[src/rtl/lcd_ctrl_seq_if.sv]
// Command and byte-driver handshake bundle for the LCD command sequencer.
// The sequencer takes the slave view; the command source / bus driver take the master view.
interface lcd_ctrl_seq_if;
   logic       cmd_valid;
   logic [2:0] cmd_op;
   logic [7:0] cmd_arg;
   logic       cmd_rdy;
   logic       cmd_err;
   logic       init_done;
   logic       drv_valid;
   logic       drv_rs;
   logic [7:0] drv_data;
   logic       drv_rdy;

   modport slave (
      input  cmd_valid, cmd_op, cmd_arg, drv_rdy,
      output cmd_rdy, cmd_err, init_done, drv_valid, drv_rs, drv_data
   );

   modport master (
      output cmd_valid, cmd_op, cmd_arg, drv_rdy,
      input  cmd_rdy, cmd_err, init_done, drv_valid, drv_rs, drv_data
   );
endinterface

[src/rtl/lcd_ctrl_seq.sv]
// HD44780-class command sequencer: turns user ops into instruction/data bytes for the
// bus driver and times every controller execution delay from CLK_HZ.
module lcd_ctrl_seq #(
   parameter int unsigned CLK_HZ = 50_000_000,
   parameter int unsigned MODE   = 1,
   parameter int unsigned LINES  = 1,
   parameter int unsigned FONT   = 0,
   parameter int unsigned CNT_W  = 24
) (
   input logic           clk,
   input logic           rst,
   lcd_ctrl_seq_if.slave bus
);

   localparam int unsigned CyclesPerUs = CLK_HZ / 1_000_000;

   // Counter reload values are one less than the delay: the zero cycle is the last one.
   localparam logic [CNT_W-1:0] Load42   = CNT_W'(CyclesPerUs * 42 - 1);
   localparam logic [CNT_W-1:0] Load1640 = CNT_W'(CyclesPerUs * 1640 - 1);
   localparam logic [CNT_W-1:0] LoadPwr  = CNT_W'(CyclesPerUs * 15000 - 1);

   localparam logic       DlBit = (MODE == 0);
   localparam logic       NBit  = (LINES != 0);
   localparam logic       FBit  = (FONT != 0);
   localparam logic [7:0] ByteFunc   = {3'b001, DlBit, NBit, FBit, 2'b00};
   localparam logic [7:0] ByteEntry  = 8'h06;
   localparam logic [7:0] ByteDispOn = 8'h0C;
   localparam logic [7:0] ByteClear  = 8'h01;
   localparam logic [7:0] ByteHome   = 8'h02;
   localparam logic [7:0] ByteOff    = 8'h08;

   localparam logic [2:0] OpNop    = 3'd0;
   localparam logic [2:0] OpInit   = 3'd1;
   localparam logic [2:0] OpConfig = 3'd2;
   localparam logic [2:0] OpData   = 3'd3;
   localparam logic [2:0] OpClear  = 3'd4;
   localparam logic [2:0] OpHome   = 3'd5;
   localparam logic [2:0] OpAddr   = 3'd6;
   localparam logic [2:0] OpOff    = 3'd7;

   typedef enum logic [1:0] {StIdle, StPwrWait, StIssue, StExecWait} state_e;

   state_e           state_q, state_d;
   logic [CNT_W-1:0] cnt_q, cnt_d;
   logic             pwr_ok_q, pwr_ok_d;
   logic             init_done_q, init_done_d;
   logic             err_q, err_d;
   logic             rs_q, rs_d;
   logic [7:0]       data_q, data_d;
   logic             init_q, init_d;
   logic [1:0]       step_q, step_d;
   logic             long_exec;

   // Returns {rs, byte} for every single-byte op.
   function automatic logic [8:0] op_byte(input logic [2:0] op, input logic [7:0] arg);
      logic [8:0] b;
      case (op)
         OpConfig: b = {1'b0, 5'b00001, arg[2:0]};
         OpData:   b = {1'b1, arg};
         OpClear:  b = {1'b0, ByteClear};
         OpHome:   b = {1'b0, ByteHome};
         OpAddr:   b = {1'b0, 1'b1, arg[6:0]};
         OpOff:    b = {1'b0, ByteOff};
         default:  b = 9'h000;
      endcase
      return b;
   endfunction

   function automatic logic [7:0] init_byte(input logic [1:0] step);
      logic [7:0] b;
      case (step)
         2'd0:    b = ByteFunc;
         2'd1:    b = ByteEntry;
         2'd2:    b = ByteDispOn;
         default: b = ByteClear;
      endcase
      return b;
   endfunction

   // Only CLEAR and HOME encode to 0x01/0x02 as instructions.
   assign long_exec = !rs_q && (data_q == ByteClear || data_q == ByteHome);

   always_comb begin
      state_d     = state_q;
      cnt_d       = cnt_q;
      pwr_ok_d    = pwr_ok_q;
      init_done_d = init_done_q;
      err_d       = 1'b0;
      rs_d        = rs_q;
      data_d      = data_q;
      init_d      = init_q;
      step_d      = step_q;

      unique case (state_q)
         StIdle: begin
            if (bus.cmd_valid) begin
               if (bus.cmd_op == OpInit) begin
                  init_d = 1'b1;
                  step_d = 2'd0;
                  rs_d   = 1'b0;
                  data_d = init_byte(2'd0);
                  if (pwr_ok_q) begin
                     state_d = StIssue;
                  end else begin
                     state_d = StPwrWait;
                     cnt_d   = LoadPwr;
                  end
               end else if (bus.cmd_op != OpNop) begin
                  if (!init_done_q) begin
                     err_d = 1'b1;
                  end else begin
                     init_d           = 1'b0;
                     {rs_d, data_d}   = op_byte(bus.cmd_op, bus.cmd_arg);
                     state_d          = StIssue;
                  end
               end
            end
         end
         StPwrWait: begin
            if (cnt_q == '0) begin
               pwr_ok_d = 1'b1;
               state_d  = StIssue;
            end else begin
               cnt_d = cnt_q - CNT_W'(1);
            end
         end
         StIssue: begin
            if (bus.drv_rdy) begin
               state_d = StExecWait;
               cnt_d   = long_exec ? Load1640 : Load42;
            end
         end
         StExecWait: begin
            if (cnt_q != '0) begin
               cnt_d = cnt_q - CNT_W'(1);
            end else if (init_q && step_q != 2'd3) begin
               step_d  = step_q + 2'd1;
               data_d  = init_byte(step_q + 2'd1);
               state_d = StIssue;
            end else begin
               state_d = StIdle;
               if (init_q) init_done_d = 1'b1;
            end
         end
      endcase
   end

   always_ff @(posedge clk or negedge rst) begin
      if (!rst) begin
         state_q     <= StIdle;
         cnt_q       <= '0;
         pwr_ok_q    <= 1'b0;
         init_done_q <= 1'b0;
         err_q       <= 1'b0;
         rs_q        <= 1'b0;
         data_q      <= 8'h00;
         init_q      <= 1'b0;
         step_q      <= 2'd0;
      end else begin
         state_q     <= state_d;
         cnt_q       <= cnt_d;
         pwr_ok_q    <= pwr_ok_d;
         init_done_q <= init_done_d;
         err_q       <= err_d;
         rs_q        <= rs_d;
         data_q      <= data_d;
         init_q      <= init_d;
         step_q      <= step_d;
      end
   end

   assign bus.cmd_rdy   = (state_q == StIdle);
   assign bus.cmd_err   = err_q;
   assign bus.init_done = init_done_q;
   assign bus.drv_valid = (state_q == StIssue);
   assign bus.drv_rs    = rs_q;
   assign bus.drv_data  = data_q;

endmodule

[src/flat_wrapper.sv]
// flat-port wrapper written by rule: the top's interface ports become plain ports
module lcd_ctrl_seq_flat 
#(
   parameter int unsigned CLK_HZ = 50_000_000,
   parameter int unsigned MODE   = 1,
   parameter int unsigned LINES  = 1,
   parameter int unsigned FONT   = 0,
   parameter int unsigned CNT_W  = 24
)
  (clk, rst, bus_cmd_valid, bus_cmd_op, bus_cmd_arg, bus_drv_rdy, bus_cmd_rdy, bus_cmd_err, bus_init_done, bus_drv_valid, bus_drv_rs, bus_drv_data);
  lcd_ctrl_seq_if bus_i ();
  input logic clk;
  input logic rst;
  input wire logic [$bits(bus_i.cmd_valid)-1:0] bus_cmd_valid;
  input wire logic [$bits(bus_i.cmd_op)-1:0] bus_cmd_op;
  input wire logic [$bits(bus_i.cmd_arg)-1:0] bus_cmd_arg;
  input wire logic [$bits(bus_i.drv_rdy)-1:0] bus_drv_rdy;
  output wire logic [$bits(bus_i.cmd_rdy)-1:0] bus_cmd_rdy;
  output wire logic [$bits(bus_i.cmd_err)-1:0] bus_cmd_err;
  output wire logic [$bits(bus_i.init_done)-1:0] bus_init_done;
  output wire logic [$bits(bus_i.drv_valid)-1:0] bus_drv_valid;
  output wire logic [$bits(bus_i.drv_rs)-1:0] bus_drv_rs;
  output wire logic [$bits(bus_i.drv_data)-1:0] bus_drv_data;
  assign bus_i.cmd_valid = bus_cmd_valid;
  assign bus_i.cmd_op = bus_cmd_op;
  assign bus_i.cmd_arg = bus_cmd_arg;
  assign bus_i.drv_rdy = bus_drv_rdy;
  assign bus_cmd_rdy = bus_i.cmd_rdy;
  assign bus_cmd_err = bus_i.cmd_err;
  assign bus_init_done = bus_i.init_done;
  assign bus_drv_valid = bus_i.drv_valid;
  assign bus_drv_rs = bus_i.drv_rs;
  assign bus_drv_data = bus_i.drv_data;
  lcd_ctrl_seq #(.CLK_HZ(CLK_HZ), .MODE(MODE), .LINES(LINES), .FONT(FONT), .CNT_W(CNT_W)) u_core (.clk(clk), .rst(rst), .bus(bus_i));
endmodule
[config.mk]
export PLATFORM = sky130hd
export DESIGN_NAME = lcd_ctrl_seq_flat
export DESIGN_NICKNAME = d
export VERILOG_FILES = /design/src/rtl/lcd_ctrl_seq_if.sv /design/src/rtl/lcd_ctrl_seq.sv /design/src/flat_wrapper.sv
export SDC_FILE = /design/constraint.sdc
export NUM_CORES = 1
export LEC_CHECK = 0
export ABC_AREA = 1
export BUFFER_PORTS_ARGS = -buffer_cell sky130_fd_sc_hd__buf_2
export CORE_MARGIN = 2
export CORE_UTILIZATION = 60
export DETAILED_ROUTE_END_ITERATION = 10
export PLACE_DENSITY = 0.81
export SYNTH_ARGS = -nofsm -noshare
export SYNTH_HDL_FRONTEND = slang
export SYNTH_SLANG_ARGS = --single-unit
[constraint.sdc]
create_clock -name clk -period 3.6 [get_ports clk]
set_input_delay 0.18 -clock clk [delete_from_list [all_inputs] [get_ports clk]]
set_output_delay 0.18 -clock clk [all_outputs]
set_load 0.01 [all_outputs]
# --- Yosys cells after proc, flatten, opt, wreduce, memory -nomap -nowiden ---
# Index checks and enable logic that the tools add are counted.
word_totals:
  reg_bits: 41
  in_bits: 15
classes:
  addsub: 2
  eq_ne: 26
  muxes: 43
  bitwise_logic: 2
  n_reduce_logical: 19
op_table:
  columns: ["operator", "n"]
  rows:
  - ["24-bit 2-to-1 mux", 6]
  - ["24-bit case mux with 4 select lines", 1]
  - ["9-bit case mux with 6 select lines", 1]
  - ["8-bit 2-to-1 mux", 6]
  - ["2-bit 2-to-1 mux", 13]
  - ["24-bit zero test", 1]
  - ["24-bit nonzero test", 1]
  - ["24-bit by 1-bit subtractor with 24-bit output, second input constant", 1]
  - ["6-bit case mux with 3 select lines", 1]
  - ["6-bit AND reduction", 3]
  - ["17-bit 2-to-1 mux", 1]
  - ["8-bit case mux with 2 select lines", 1]
  - ["3-bit == test, second input constant", 4]
  - ["2-bit inequality test, second input constant", 6]
  - ["1-bit 2-to-1 mux", 11]
  - ["8-bit by 1-bit == test with 1-bit output, second input constant", 1]
  - ["8-bit by 2-bit == test with 1-bit output, second input constant", 1]
  - ["2-bit by 1-bit inequality test with 1-bit output, second input constant", 4]
  - ["2-bit case mux with 4 select lines", 1]
  - ["4-bit AND reduction", 2]
  - ["2-bit == test, second input constant", 3]
  - ["3-bit by 2-bit == test with 1-bit output, second input constant", 2]
  - ["3-bit by 1-bit inequality test with 1-bit output, second input constant", 2]
  - ["2-bit nonzero test", 3]
  - ["other kinds (12)", 16]

# --- Depth between registers and ports, before layout ---
logic_depth:
  ltp_word: 7
  mapped_depth: 11
  depth_no_buf: 10

# --- Least setup slack after synthesis ---
# Ideal clock, no wire load.
synth_timing:
  path_type: "register to register"
  startpoint: "register u_core.cnt_q[0]"
  endpoint: "register u_core.cnt_q[16]"
  setup_time_ns: 0.083
  arrival_ns: 1.457
  slack_ns: 2.060
  stages_incl_launch_ff: 12
  cell_sequence: "dfrtp_1 -> inv_1 -> ha_1 -> nand3_1 -> nor2_1 -> nand3_2 -> nand2_4 -> nand2_4 -> inv_6 -> buf_8 -> nand2_1 -> o21ai_0"
synth_via:
  elab_chain_cells: 3
synth_lines:
  columns: ["item", "line_no", "rtl"]
  rows:
  - ["from (decl)", "lcd_ctrl_seq.sv:44", "logic [CNT_W-1:0] cnt_q, cnt_d;"]
  - ["from (signal assigned)", "lcd_ctrl_seq.sv:161", "cnt_q <= cnt_d;"]
  - ["24-bit by 1-bit subtractor with 24-bit output (tied with other cells)", "lcd_ctrl_seq.sv:124, lcd_ctrl_seq.sv:135", null]
  - ["24-bit 2-to-1 mux (tied with other cells)", "lcd_ctrl_seq.sv:134", "if (cnt_q != '0) begin"]
  - ["24-bit case mux with 4 select lines or 6-bit AND reduction (tied branches)", null, null]
# Parallel ways exist; a longest one is shown, timed or not. The select of a mux whose other input is x is not followed.
# A chain may end at the register's enable or synchronous reset.

# --- Worst setup path in the final report ---
layout_timing:
  startpoint: "register u_core.state_q[0]"
  endpoint: "register u_core.data_q[5] (netlist: u_core.bus.drv_data[5])"
layout_via:
  elab_chain_cells: 3
layout_lines:
  columns: ["item", "line_no", "rtl"]
  rows:
  - ["from (decl)", "lcd_ctrl_seq.sv:43", "state_e state_q, state_d;"]
  - ["from (signal assigned)", "lcd_ctrl_seq.sv:150", "state_q <= StIdle;"]
  - ["from (signal assigned)", "lcd_ctrl_seq.sv:160", "state_q <= state_d;"]
  - ["2-bit == test or 2-bit zero test (tied branches)", "lcd_ctrl_seq.sv:94", "unique case (state_q)"]
  - ["2-bit by 1-bit inequality test with 1-bit output (no line) (tied with other cells)", null, null]
  - ["6-bit AND reduction (no line)", null, null]
  - ["to (signal assigned)", "lcd_ctrl_seq.sv:166", "data_q <= data_d;"]
  - ["to (decl)", "lcd_ctrl_seq.sv:49", "logic [7:0] data_q, data_d;"]
# Parallel ways exist; a longest one is shown, timed or not.

==> out/metrics.cfg <==
[drt]
vias=2540
viasPerCell=5.474
wirelength_um=6153
drt.antenna.violating_nets=0
firstDrtPassIters=4
wl_per_cell_um=13.26
drc_errors=0
drtIter0Drc=175

[setup_path]
path_class=reg2reg
crit_family=simple AND/OR/NAND/NOR gates
worstPathArrival_ns=2.40
crit_buf_inv=2
slowest_delay_ns=0.82
worst_setup_path_start_kind=flip-flop
critPathSlowestCell=dfrtp_1
critPathCaptureType=flip-flop
cp_cell_sequence=nand2_1 -> inv_2 -> nand2_1 -> nand2_1 -> nand2_1 -> inv_2 -> nand2_2 -> nand2_1 -> o21ai_0
cp_common_cell=nand2_1
path_max_fanout=20
critPathRequiredTime_ns=3.77

[placement]
dp_cells=456
io_buffer_count=27
dp_hpwl_um=4663
gp_congestion=0.9119
pre_cts_ws_ns=1.368

[global_routing]
antenna_found_initial=0
grt_pass1_vias=2404
grt_overflow=0
grt_max_degree=42
gr-usage-all-layers=0.2675
grt_pass1_wl_um=10710

[synth]
yosys_most_used_dff=dfrtp_1
yosys.area_share.simple=0.3737
yosysSeqAreaShare=0.3779
synth_area_leaders=dfrtp_1 38%, nand2_1 15%, nor2_1 7.7%, nand3_1 6.5%, o21ai_0 4.4%
syn_nets=407
synth.avg_cell_area_um2=7.034
synth.distinct_cells=38
synth_top_cell_by_area=dfrtp_1
synth_async_sr_flop_share=1.000
netlist_area_um2=2715
synthAdderAreaFrac=0.02765
synth_mux_area_frac=0
synthDominantCellAreaShare=0.3779
synthCells=386
synth_top_family_by_area=simple AND/OR/NAND/NOR gates
yosys_warnings=0
synth_edf_count=0
ys_ff_latch=41
synth-compound-area-share=0.1120
synth_xor_area_frac=0.02581

[layout]
stdcell_count=464
seqCellArea_um2=1026
multiInputGateArea_um2=1464
fin_nets=432
drive_gt1_frac=0.1553
diodes=0
syn_to_final_growth_pct=9.309
nFillCells=385
fin_util=0.6816

[power_and_ir_drop]
power_leakage_nw=1.477
power_density_nw_per_um2=314.0
ir_drop_mv=0.2762
power_mw=0.9320

[clock_tree]
post_cts_buffers=0
cts-buffers-inserted=5
cts_sinks=41
cts_buffer_depth=2
clk_pin_slew_ns=0.08
cts_tree=yes
cts_root_buffer=clkbuf_8
htreeDepth=2
post_cts_resized=0
clock_latency_ns=0.30
postCtsHoldBufs=0

[floorplan]
io_pins=28
die_area_um2=5079
core_area_um2=4354
core.rowCount=24
die_width_um=71.27
dieHeight_um=71.27
initial_core_util=0.6236

[timing]
tns_ns=0
skew_ns=0.009894
worstMarginPinSlew_ns=0.9002
finalHoldViolations=0
fin_crit_ns=2.224
relSlewSlack=0.3999
max_freq_ghz=0.4496
slew_viol_final=0
setup_viol=0
rsz0062_at_grt=false
fin_crit_sh=0.6178
setup_ws_ns=1.376

[min_path]
min_path_type=in2async

[run_status]
status=completed

[job]
max-cap-violations=0

==> synth_stat cells (2+ instances only) <==
master   count
nand4_1      8
a21oi_1      9
dfrtp_1     41
nand3_1     35
inv_2        6
nor2_2       9
inv_1       30
xnor2_1      2
o21ai_1     14
o21ai_0     24
buf_6        4
nor2_1      56
nor2_4       2
ha_1         6
nand2_4      2
nand3_2      2
nand2_2      3
buf_2        2
nor3_1       3
nand2_1    105
xor2_1       6
==> stage by stage <==
step	area (µm²)	hold WS, ns
after floorplan	2715	-0.1156
after global placement	2834	0.3483
after detailed placement	2834	0.3602
after CTS	2968	0.03735
after global routing	2968	0.08668
final	2968	0.00005895
==> cell usage in the layout, fill, tap and decap left out, drive strengths merged <==
| master | count |
|---|---|
| clkbuf | 5 |
| nor3 | 4 |
| clkinv | 1 |
| and2 | 1 |
| nor3b | 1 |
| o41ai | 1 |
| xnor2 | 2 |
| ha | 6 |
| or2 | 1 |
| a31oi | 1 |
| inv | 37 |
| o211ai | 1 |
| nand3 | 37 |
| o21ai | 39 |
| o21a | 1 |
| buf | 27 |
| nor2 | 67 |
| bufinv | 2 |
| o21bai | 1 |
| nand4 | 8 |
| dfrtp | 41 |
| o22ai | 1 |
| nand2 | 110 |
| xor2 | 6 |
| o31ai | 1 |
| a21oi | 10 |
==> per-layer routing <==
metal | share of wire | track usage | vias to the layer above
met1 | 0.42 | 0.3385 | 1169
li1 | - | - | 1300
met5 | 0 | 0 | -
met3 | 0.059 | 0.03797 | 6
met2 | 0.51 | 0.4733 | 65
met4 | 0.011 | 0.08386 | 0
==> power by group <==
group	internal [mW]	switching [mW]
logic	0.0119	0.0230
registers	0.461	0.000566
clock network	0.275	0.161
total	0.748	0.184
==> state kept, by name (all words and copies together), names as in the netlist <==
| register | flops |
|---|---|
| u_core.cnt_q | 24 |
| u_core.bus.drv_data | 8 |
| u_core.state_q | 2 |
| u_core.step_q | 2 |
| u_core.bus.cmd_err | 1 |
| u_core.bus.drv_rs | 1 |
| u_core.bus.init_done | 1 |
| u_core.init_q | 1 |
| u_core.pwr_ok_q | 1 |
==> final timing paths <==
check / startpoint / depth (start not counted) / endpoint / slack [ns]
worst max-delay path: u_core.state_q[0]$_DFFE_PN0P_ / 9 / u_core.bus.drv_data[5]$_DFFE_PN0P_ / 1.38
worst min-delay path: rst / 1 / u_core.cnt_q[23]$_DFFE_PN0P_ / 0.00006
worst max register to register: u_core.state_q[0]$_DFFE_PN0P_ / 9 / u_core.bus.drv_data[5]$_DFFE_PN0P_ / 1.38
worst min register to register: u_core.pwr_ok_q$_DFFE_PN0P_ / 2 / u_core.pwr_ok_q$_DFFE_PN0P_ / 0.47
max in group asynchronous: rst / 1 / u_core.cnt_q[7]$_DFFE_PN0P_ / 3.04
min in group clk: bus_cmd_arg[6] / 3 / u_core.bus.drv_data[6]$_DFFE_PN0P_ / 0.16
==> worst register-to-register path, stage by stage, from the launching register on <==
cell and delay, ns:
dfrtp_1 0.82, nand2_1 0.45, inv_2 0.22, nand2_1 0.09, nand2_1 0.07, nand2_1 0.05, inv_2 0.05, nand2_2 0.16
nand2_1 0.11, o21ai_0 0.08
==> cell families (layout without fill, tap and decap cells) <==
family	count (synthesis)	in the layout
simple gates	229	229
flops	41	41
xor+xnor	8	8
compound gates	56	56
buf+inv	46	72
fa+ha+maj	6	6
==> final cells by class <==
cell class	instances	share of cell area
clock buffer	5	0.02319
clock inverter	3	0.02192
inverter	37	0.04848
multi-input combinational	299	0.4933
sequential	41	0.3457
tap	52	0.02192
timing repair buffer	27	0.04553
Power figures use the tool's default switching activity.
